## src/rtl/mdio_responder.sv

```systemverilog
// mdio_responder: Clause-22 MDIO PHY-side responder with a small register file, oversampled in msoc_clk.
// Define MDIO_BROADCAST_EN to also accept writes addressed to PHYAD 0.
module mdio_responder #(
  parameter logic [4:0]  PHY_ADDR     = 5'd1,
  parameter int          PREAMBLE_MIN = 32,
  parameter logic [15:0] PHY_ID1      = 16'h0022,
  parameter logic [15:0] PHY_ID2      = 16'h1622,
  parameter int          NUM_REGS     = 16
) (
  input  logic        msoc_clk,
  input  logic        rst_int_n,
  input  logic        mdc,
  input  logic        mdio_i,
  output logic        mdio_o,
  output logic        mdio_oe,
  input  logic [15:0] status_i,
  output logic        wr_stb,
  output logic [4:0]  wr_regad,
  output logic [15:0] wr_data,
  output logic        frame_err,
  output logic        busy
);
  localparam int PW = $clog2(PREAMBLE_MIN + 1);
  localparam logic [PW-1:0] PMIN = PW'(PREAMBLE_MIN);
  typedef enum logic [3:0] {IDLE, ST, OP, PHYAD, REGAD, TA, WDATA, RDATA, SKIP} state_t;
  state_t state;
  logic [4:0] cnt, phyad, regad;
  logic [PW-1:0] pre_cnt;
  logic [15:0] sh, wd, rdata;
  logic [15:0] regs [NUM_REGS];
  logic mdc_m, mdc_s, mdc_q, dio_m, dio_s, rise, fall, op_rd, match, commit, soft_rst;

  always_ff @(posedge msoc_clk or negedge rst_int_n) begin
    if (!rst_int_n) begin
      {mdc_m, mdc_s, mdc_q, dio_m, dio_s} <= '0;
    end else begin
      mdc_m <= mdc;
      mdc_s <= mdc_m;
      mdc_q <= mdc_s;
      dio_m <= mdio_i;
      dio_s <= dio_m;
    end
  end

  assign rise = mdc_s & ~mdc_q;
  assign fall = ~mdc_s & mdc_q;
  assign wd = {sh[14:0], dio_s};
  assign commit = rise && state == WDATA && cnt == 5'd15;
  assign soft_rst = wr_stb && wr_regad == 5'd0 && wr_data[15];
`ifdef MDIO_BROADCAST_EN
  // Broadcast only ever applies to writes, so address 0 never turns the line around
  assign match = op_rd ? (phyad == PHY_ADDR && phyad != 5'd0) : (phyad == PHY_ADDR || phyad == 5'd0);
`else
  assign match = phyad == PHY_ADDR;
`endif

  always_comb begin
    rdata = 16'h0;
    for (int k = 0; k < NUM_REGS; k++) if (regad == k[4:0]) rdata = regs[k];
    rdata = regad == 5'd0 ? {1'b0, regs[0][14:0]} : regad == 5'd1 ? status_i :
            regad == 5'd2 ? PHY_ID1 : regad == 5'd3 ? PHY_ID2 : rdata;
  end

  always_ff @(posedge msoc_clk or negedge rst_int_n) begin
    if (!rst_int_n) begin
      for (int k = 0; k < NUM_REGS; k++) regs[k] <= (k == 0) ? 16'h1140 : 16'h0;
    end else if (soft_rst) begin
      for (int k = 0; k < NUM_REGS; k++) regs[k] <= (k == 0) ? 16'h1140 : 16'h0;
    end else if (commit) begin
      for (int k = 0; k < NUM_REGS; k++) if (regad == k[4:0] && (k == 0 || k > 3)) regs[k] <= wd;
    end
  end

  always_ff @(posedge msoc_clk or negedge rst_int_n) begin
    if (!rst_int_n) begin
      state <= IDLE;
      cnt <= '0;
      pre_cnt <= '0;
      op_rd <= 1'b0;
      phyad <= '0;
      regad <= '0;
      sh <= '0;
      mdio_o <= 1'b0;
      mdio_oe <= 1'b0;
      wr_stb <= 1'b0;
      wr_regad <= '0;
      wr_data <= '0;
      frame_err <= 1'b0;
      busy <= 1'b0;
    end else begin
      wr_stb <= 1'b0;
      frame_err <= 1'b0;
      if (rise) begin
        cnt <= cnt + 5'd1;
        case (state)
          IDLE: begin
            if (dio_s) pre_cnt <= (pre_cnt >= PMIN) ? pre_cnt : pre_cnt + PW'(1);
            else begin
              pre_cnt <= '0;
              if (pre_cnt >= PMIN) begin
                state <= ST;
                busy <= 1'b1;
              end
            end
          end
          ST: begin
            cnt <= '0;
            state <= dio_s ? OP : IDLE;
            busy <= dio_s;
            frame_err <= ~dio_s;
          end
          OP: begin
            if (cnt == 5'd0) op_rd <= dio_s;
            else begin
              cnt <= '0;
              state <= (op_rd != dio_s) ? PHYAD : IDLE;
              frame_err <= op_rd == dio_s;
              busy <= op_rd != dio_s;
            end
          end
          PHYAD: begin
            phyad <= {phyad[3:0], dio_s};
            if (cnt == 5'd4) begin
              cnt <= '0;
              state <= REGAD;
            end
          end
          REGAD: begin
            regad <= {regad[3:0], dio_s};
            if (cnt == 5'd4) begin
              cnt <= '0;
              state <= match ? TA : SKIP;
            end
          end
          TA: begin
            // Reads only count this rise; the turnaround drive happens on the following fall
            if (!op_rd && cnt == 5'd1 && !dio_s) begin
              cnt <= '0;
              state <= WDATA;
            end else if (!op_rd && (cnt != 5'd0 || !dio_s)) begin
              state <= IDLE;
              frame_err <= 1'b1;
              busy <= 1'b0;
            end
          end
          WDATA: begin
            sh <= wd;
            if (cnt == 5'd15) begin
              wr_stb <= 1'b1;
              wr_regad <= regad;
              wr_data <= wd;
              state <= IDLE;
              busy <= 1'b0;
            end
          end
          SKIP: begin
            if (cnt == 5'd17) begin
              state <= IDLE;
              busy <= 1'b0;
            end
          end
          default: cnt <= cnt;
        endcase
      end else if (fall) begin
        if (state == TA && op_rd && cnt == 5'd1) begin
          mdio_oe <= 1'b1;
          mdio_o <= 1'b0;
          sh <= rdata;
          cnt <= '0;
          state <= RDATA;
        end else if (state == RDATA && cnt == 5'd16) begin
          mdio_oe <= 1'b0;
          mdio_o <= 1'b0;
          state <= IDLE;
          busy <= 1'b0;
        end else if (state == RDATA) begin
          mdio_o <= sh[15];
          sh <= {sh[14:0], 1'b0};
          cnt <= cnt + 5'd1;
        end
      end
    end
  end
endmodule

```

## config.mk

```make
export PLATFORM = sky130hd
export DESIGN_NAME = mdio_responder
export DESIGN_NICKNAME = d
export VERILOG_FILES = /design/src/rtl/mdio_responder.sv
export SDC_FILE = /design/constraint.sdc
export NUM_CORES = 1
export LEC_CHECK = 0
export ABC_CLOCK_PERIOD_IN_PS = 4200
export BUFFER_PORTS_ARGS = -buffer_cell sky130_fd_sc_hd__buf_2
export CORE_MARGIN = 2
export CORE_UTILIZATION = 25
export CTS_BUF_LIST = sky130_fd_sc_hd__clkbuf_16
export DETAILED_ROUTE_END_ITERATION = 8
export GPL_TIMING_DRIVEN = 0
export PLACE_DENSITY = 0.42
export SYNTH_ARGS = -nofsm -noshare
export SYNTH_HDL_FRONTEND = slang
export SYNTH_SLANG_ARGS = --single-unit
```

## constraint.sdc

```tcl
create_clock -name msoc_clk -period 4.2 [get_ports msoc_clk]
set_clock_uncertainty 0.15 [all_clocks]
set_input_delay 0.63 -clock msoc_clk [delete_from_list [all_inputs] [get_ports msoc_clk]]
set_output_delay 0.63 -clock msoc_clk [all_outputs]
set_load 0.02 [all_outputs]
```

* After elaboration in Yosys (flattened, before gate mapping) *
Cells that the tools add are included.

storage, ports and cells
  register bits after elaboration = 280
  bits in latches = 0
  bits in writable memories = 0
  memory bits (read-only) = 0
  bits of input ports = 20
  logic and storage cells = 244
  memories kept = 0

cells by class
  add/sub/neg operators = 2
  $mul = 0
  div/mod/pow operators = 0
  order comparisons = 1
  equal/unequal tests = 48
  shift operators = 0
  muxes and demuxes = 91
  bitwise gates (word level) = 6
  reduce and logical (&&, ||, !) cells = 64

operator list
  kind                                                             number
  16-bit two-way mux                                               34
  192-bit two-way mux                                              2
  4-bit two-way mux                                                14
  5-bit by 4-bit == test with 1-bit output, second input constant  9
  15-bit two-way mux                                               3
  5-bit two-way mux                                                8
  2-bit nonzero test                                               17
  4-bit case mux with 8 select lines                               1
  2-bit AND reduction                                              15
  3-bit != test, second input constant                             9
  5-bit by 3-bit == test with 1-bit output, second input constant  5
  5-bit case mux with 5 select lines                               1
  1-bit two-way mux                                                22
  11-bit AND reduction                                             2
  4-bit by 3-bit == test with 1-bit output, second input constant  4
  5-bit by 1-bit == test with 1-bit output, second input constant  3
  5-bit zero test                                                  3
  3-bit AND reduction                                              5
  6-bit two-way mux                                                2
  5-bit by 2-bit == test with 1-bit output, second input constant  2
  5-bit == test, second input constant                             2
  1-bit logical AND                                                10
  9-bit by 1-bit != test with 1-bit output, second input constant  1
  3-bit nonzero test                                               3
  26 further kinds                                                 35

* Logic depth before layout (Yosys ltp) *
  depth in word-level cells = 20
  mapped depth = 13
  depth with buffers taken out = 9

* Worst setup path after synthesis *
No wires, ideal clock.

  kind = register to register
  from = reg cnt[0]
  to = reg regs[166] (netlist bit)
  setup time = 0.136 ns
  arrival time = 2.128 ns
  setup slack = 1.785 ns
  stages on the path, launching flop included = 14
  period minus slack after synthesis = 2.415 ns
  cells stage by stage = dfrtp_1 > ha_1 > and3_1 > ha_1 > inv_1 > or3_1 > buf_2 > inv_2 > buf_4 > buf_4 > nand2_1 > buf_2 > nand2_1 > a21oi_1

between the ends
  word-level cells in the longest chain between the ends = 4

RTL lines
  what                                      RTL line  text
  from (decl)                               27        logic [4:0] cnt, phyad, regad;
  from (signal assigned)                    94        cnt <= cnt + 5'd1;
  from (signal assigned)                    162       default: cnt <= cnt;
  from (signal assigned)                    179       cnt <= cnt + 5'd1;
  5-bit by 4-bit == test with 1-bit output  48        assign commit = rise && state == WDATA && cnt == 5'd15;
  1-bit logical AND                         48
  2-bit nonzero test (no source line)       --
  2-bit AND reduction (no source line)      --
  to (decl)                                 30        logic [15:0] regs [NUM_REGS];

Every way passes these cells.
A chain may end at the register's enable or synchronous reset.

* Worst setup path in the final report *
  from = reg regad[0]
  to = reg sh[8]

between the ends
  word-level cells in the longest chain between the ends = 20
  elaborated cells on any way between the ends = 35
  those cells by class = eq/ne: 15; mux: 19; reduce/logical: 1

RTL lines
  what                                      RTL line  text
  from (decl)                               27
  from (signal assigned)                    129       regad <= {regad[3:0], dio_s};
  5-bit by 3-bit == test with 1-bit output  59        for (int k = 0; k < NUM_REGS; k++) if (regad == k[4:0]) rdata = regs[k];
  16-bit two-way mux (12 in a row)          59
  16-bit two-way mux (2 in a row)           61        regad == 5'd2 ? PHY_ID1 : regad == 5'd3 ? PHY_ID2 : rdata;
  16-bit two-way mux                        60        rdata = regad == 5'd0 ? {1'b0, regs[0][14:0]} : regad == 5'd1 ? status_i :
  16-bit two-way mux *                      60
  16-bit two-way mux *                      165       if (state == TA && op_rd && cnt == 5'd1) begin
  16-bit two-way mux *                      164       end else if (fall) begin
  16-bit two-way mux *                      93        if (rise) begin
  to (signal assigned)                      147       sh <= wd;
  to (signal assigned)                      168       sh <= rdata;
  to (signal assigned)                      178       sh <= {sh[14:0], 1'b0};
  to (decl)                                 29        logic [15:0] sh, wd, rdata;

Mark *: on every way between the ends. The rest lies on a longest branch, timed or not. The select of a mux whose other input is x is not followed.

==> flow_summary.ini <==
[job]
drv_cap = 0

[setup_path]
timing.rr.start = regad[0]
path_class = flip-flop to flip-flop
reg2reg_depth = 8
critPathCaptureType = flip-flop
crit_fanout = 10
arrival_ns = 3.74
reg2reg_slack_ns = 0.70
startpoint_type = flip-flop
cp_data_required_time_ns = 4.44
reg2reg_to = sh[8]

[sta]
slew_violations = 0
relSlewSlack_pct = 11.1
tightest_slew_ns = 1.33
fin_setup_tns_ns = 0
grt_setup_unrepaired = false
min_period_ns = 3.50
worst_hold_slack_ns = 0.0408
setup_viol = 0
finalHoldViolations = 0
max_freq_mhz = 286
setup_ws_ns = 0.704
finalCritPeriodShare_pct = 83.2

[clock_tree]
cts_buffers = 34
root_buffer = clkbuf_16
holdBufCountCts = 1
postCtsSetupBuffers = 0
postCtsResizedCells = 0
clkTransAtPathRegs_ns = 0.07
clock-sinks = 280
cts_tree = yes
clock_path_buffers = 3
clkLatencyLatePin_ns = 0.55
htree_levels = 2

[synthesis]
async_flop_share_pct = 100
ys.flop_type = dfrtp_1
synth_area_um2 = 14500
synth_seq_cells = 280
syn_inst = 1743
synth_edf_count = 0
ys_seq_area_share_pct = 48.2
syn_avg_cell_area_um2 = 8.35
yosysWarnings = 0
ys_types = 93
synth_nets = 1771

[power]
p_leak_nw = 7.24
vdd_ir_drop_max_mv = 0.252
powerDensity_nw_per_um2 = 410

[die]
dieHeight_um = 245
die_w_um = 245
die-area_um2 = 60100
boundaryPins = 46
start_util_pct = 25.3
row_count = 88
core_um2 = 57600

[detailed_routing]
routed-via-count = 13697
wirelength_um = 65100
remaining_drc_errors = 0
wl_per_cell_um = 24.9
drtIter0Drc = 1434
first_pass_iters = 7
antenna_left = 0
via_per_inst = 5.23

[layout]
antenna_cells = 0
nNetsFinal = 1857
layout.cells.non_filler = 2619
nFillCells = 6195
area_growth_pct = 16.7
layout_common_cells = nand2_1 (544), a21oi_1 (280), dfrtp_1 (277)
drive_above_1_share_pct = 11.4
final_common_cell = nand2_1

[global_route]
grt_pass1_wl_um = 95000
grt_pass1_vias = 13185
grt_max_degree = 106
track_usage_pct = 21.7
antenna_found_initial = 0
grt_overflow_total = 0

[placed_design]
place_ws_ns = 0.845
gp_congestion = 0.971
dp.cells = 2557
dp_hpwl_um = 46500
io_buffers = 45

[min_path]
holdPathEnd = mdc_m
whs_path_depth = 1
worstHoldStart = mdc
hp-class = input pin to flip-flop

[outcome]
status = completed
[sequential cells by signal, indices dropped and copies added (netlist names), 4 cells and up]
name / cells
cnt: 5
phyad: 5
pre_cnt: 6
regad: 5
regs: 207
sh: 16
state: 4
wr_data: 16
wr_regad: 5
[synth_stat cells (14+ instances only)]
cell type | count | area [um^2]
nor3_1 | 14 | 70.1
nor2_1 | 60 | 225
a21oi_1 | 280 | 1400
a221oi_1 | 14 | 123
nand2_1 | 544 | 2040
o21ai_0 | 39 | 195
a22oi_1 | 18 | 135
dfrtp_1 | 277 | 6930
nor2b_1 | 21 | 131
or3_1 | 17 | 106
clkbuf_1 | 77 | 289
and3_1 | 20 | 125
nand2b_1 | 15 | 93.8
buf_2 | 50 | 250
inv_1 | 22 | 82.6
nand3_1 | 28 | 140
o22ai_1 | 15 | 93.8
[how the worst max path moves through the flow]
stage / startpoint / slack (ns) / endpoint / depth (start not counted)
global route: regad[0] / 0.75 / sh[8] / 8
floorplan: cnt[0] / 1.79 / regs[166] / 13
global placement: rst_int_n / -3.29 / regs[73] / 1
finish: regad[0] / 0.70 / sh[8] / 8
CTS: regad[0] / 0.82 / sh[8] / 8
detailed placement: regad[0] / 0.84 / sh[8] / 8
[cell families (layout without fill, tap and decap cells)]
group | after synthesis | in the layout | share of synthesized area (%)
and+or+nand+nor | 801 | 801 | 25.2
AOI/OAI and AO/OA | 476 | 476 | 19.8
DFF | 280 | 280 | 48.2
buffers and inverters | 164 | 275 | 5.02
muxes | 13 | 13 | 0.989
adders and majority gates | 8 | 8 | 0.688
xor gates and xnor gates | 1 | 1 | 0.0602
[critical path, cell delays in order (launching register included)]
cell      delay, ns
dfrtp_1        0.52
buf_2          0.29
clkinv_1       0.32
buf_2          0.34
clkbuf_1       0.43
nand3_1        0.18
a21oi_1        0.11
o41ai_1        0.84
a21oi_1        0.14
[where the power goes]
part	total, W	internal, W	switching (W)
Clock	0.00304	0.00182	0.00122
Combinational	0.000980	0.000218	0.000762
Sequential	0.00294	0.00279	0.000146
[area by class of cell]
cell class | instances | area (um^2) | share of cell area, %
plain buffers | 140 | 641 | 3.77
clock inverters | 24 | 200 | 1.18
clock buffers | 37 | 926 | 5.45
well taps | 765 | 957 | 5.64
inverters | 24 | 90.1 | 0.531
repair buffers | 50 | 339 | 2.00
flip-flops and latches | 280 | 7010 | 41.3
multi-input cells | 1299 | 6820 | 40.1
[stage by stage]
stage / utilization, % / total power (W) / instance area, um^2
3_3_place_gp: 27.3 / 0.00394 / 15700
6_report: 29.5 / 0.00696 / 17000
3_5_place_dp: 27.5 / 0.00396 / 15800
4_1_cts: 29.5 / 0.00704 / 17000
2_1_floorplan: - / 0.00336 / 14500
5_1_grt: 29.5 / 0.00720 / 17000
[metal layers]
layer  part of all wire, %  track usage (%)
met1                    45             30.5
met2                    44             33.0
met3                   6.9             3.71
met4                   3.9             8.38
met5                     0                0
Note: power is estimated with default switching activity, not from simulation.
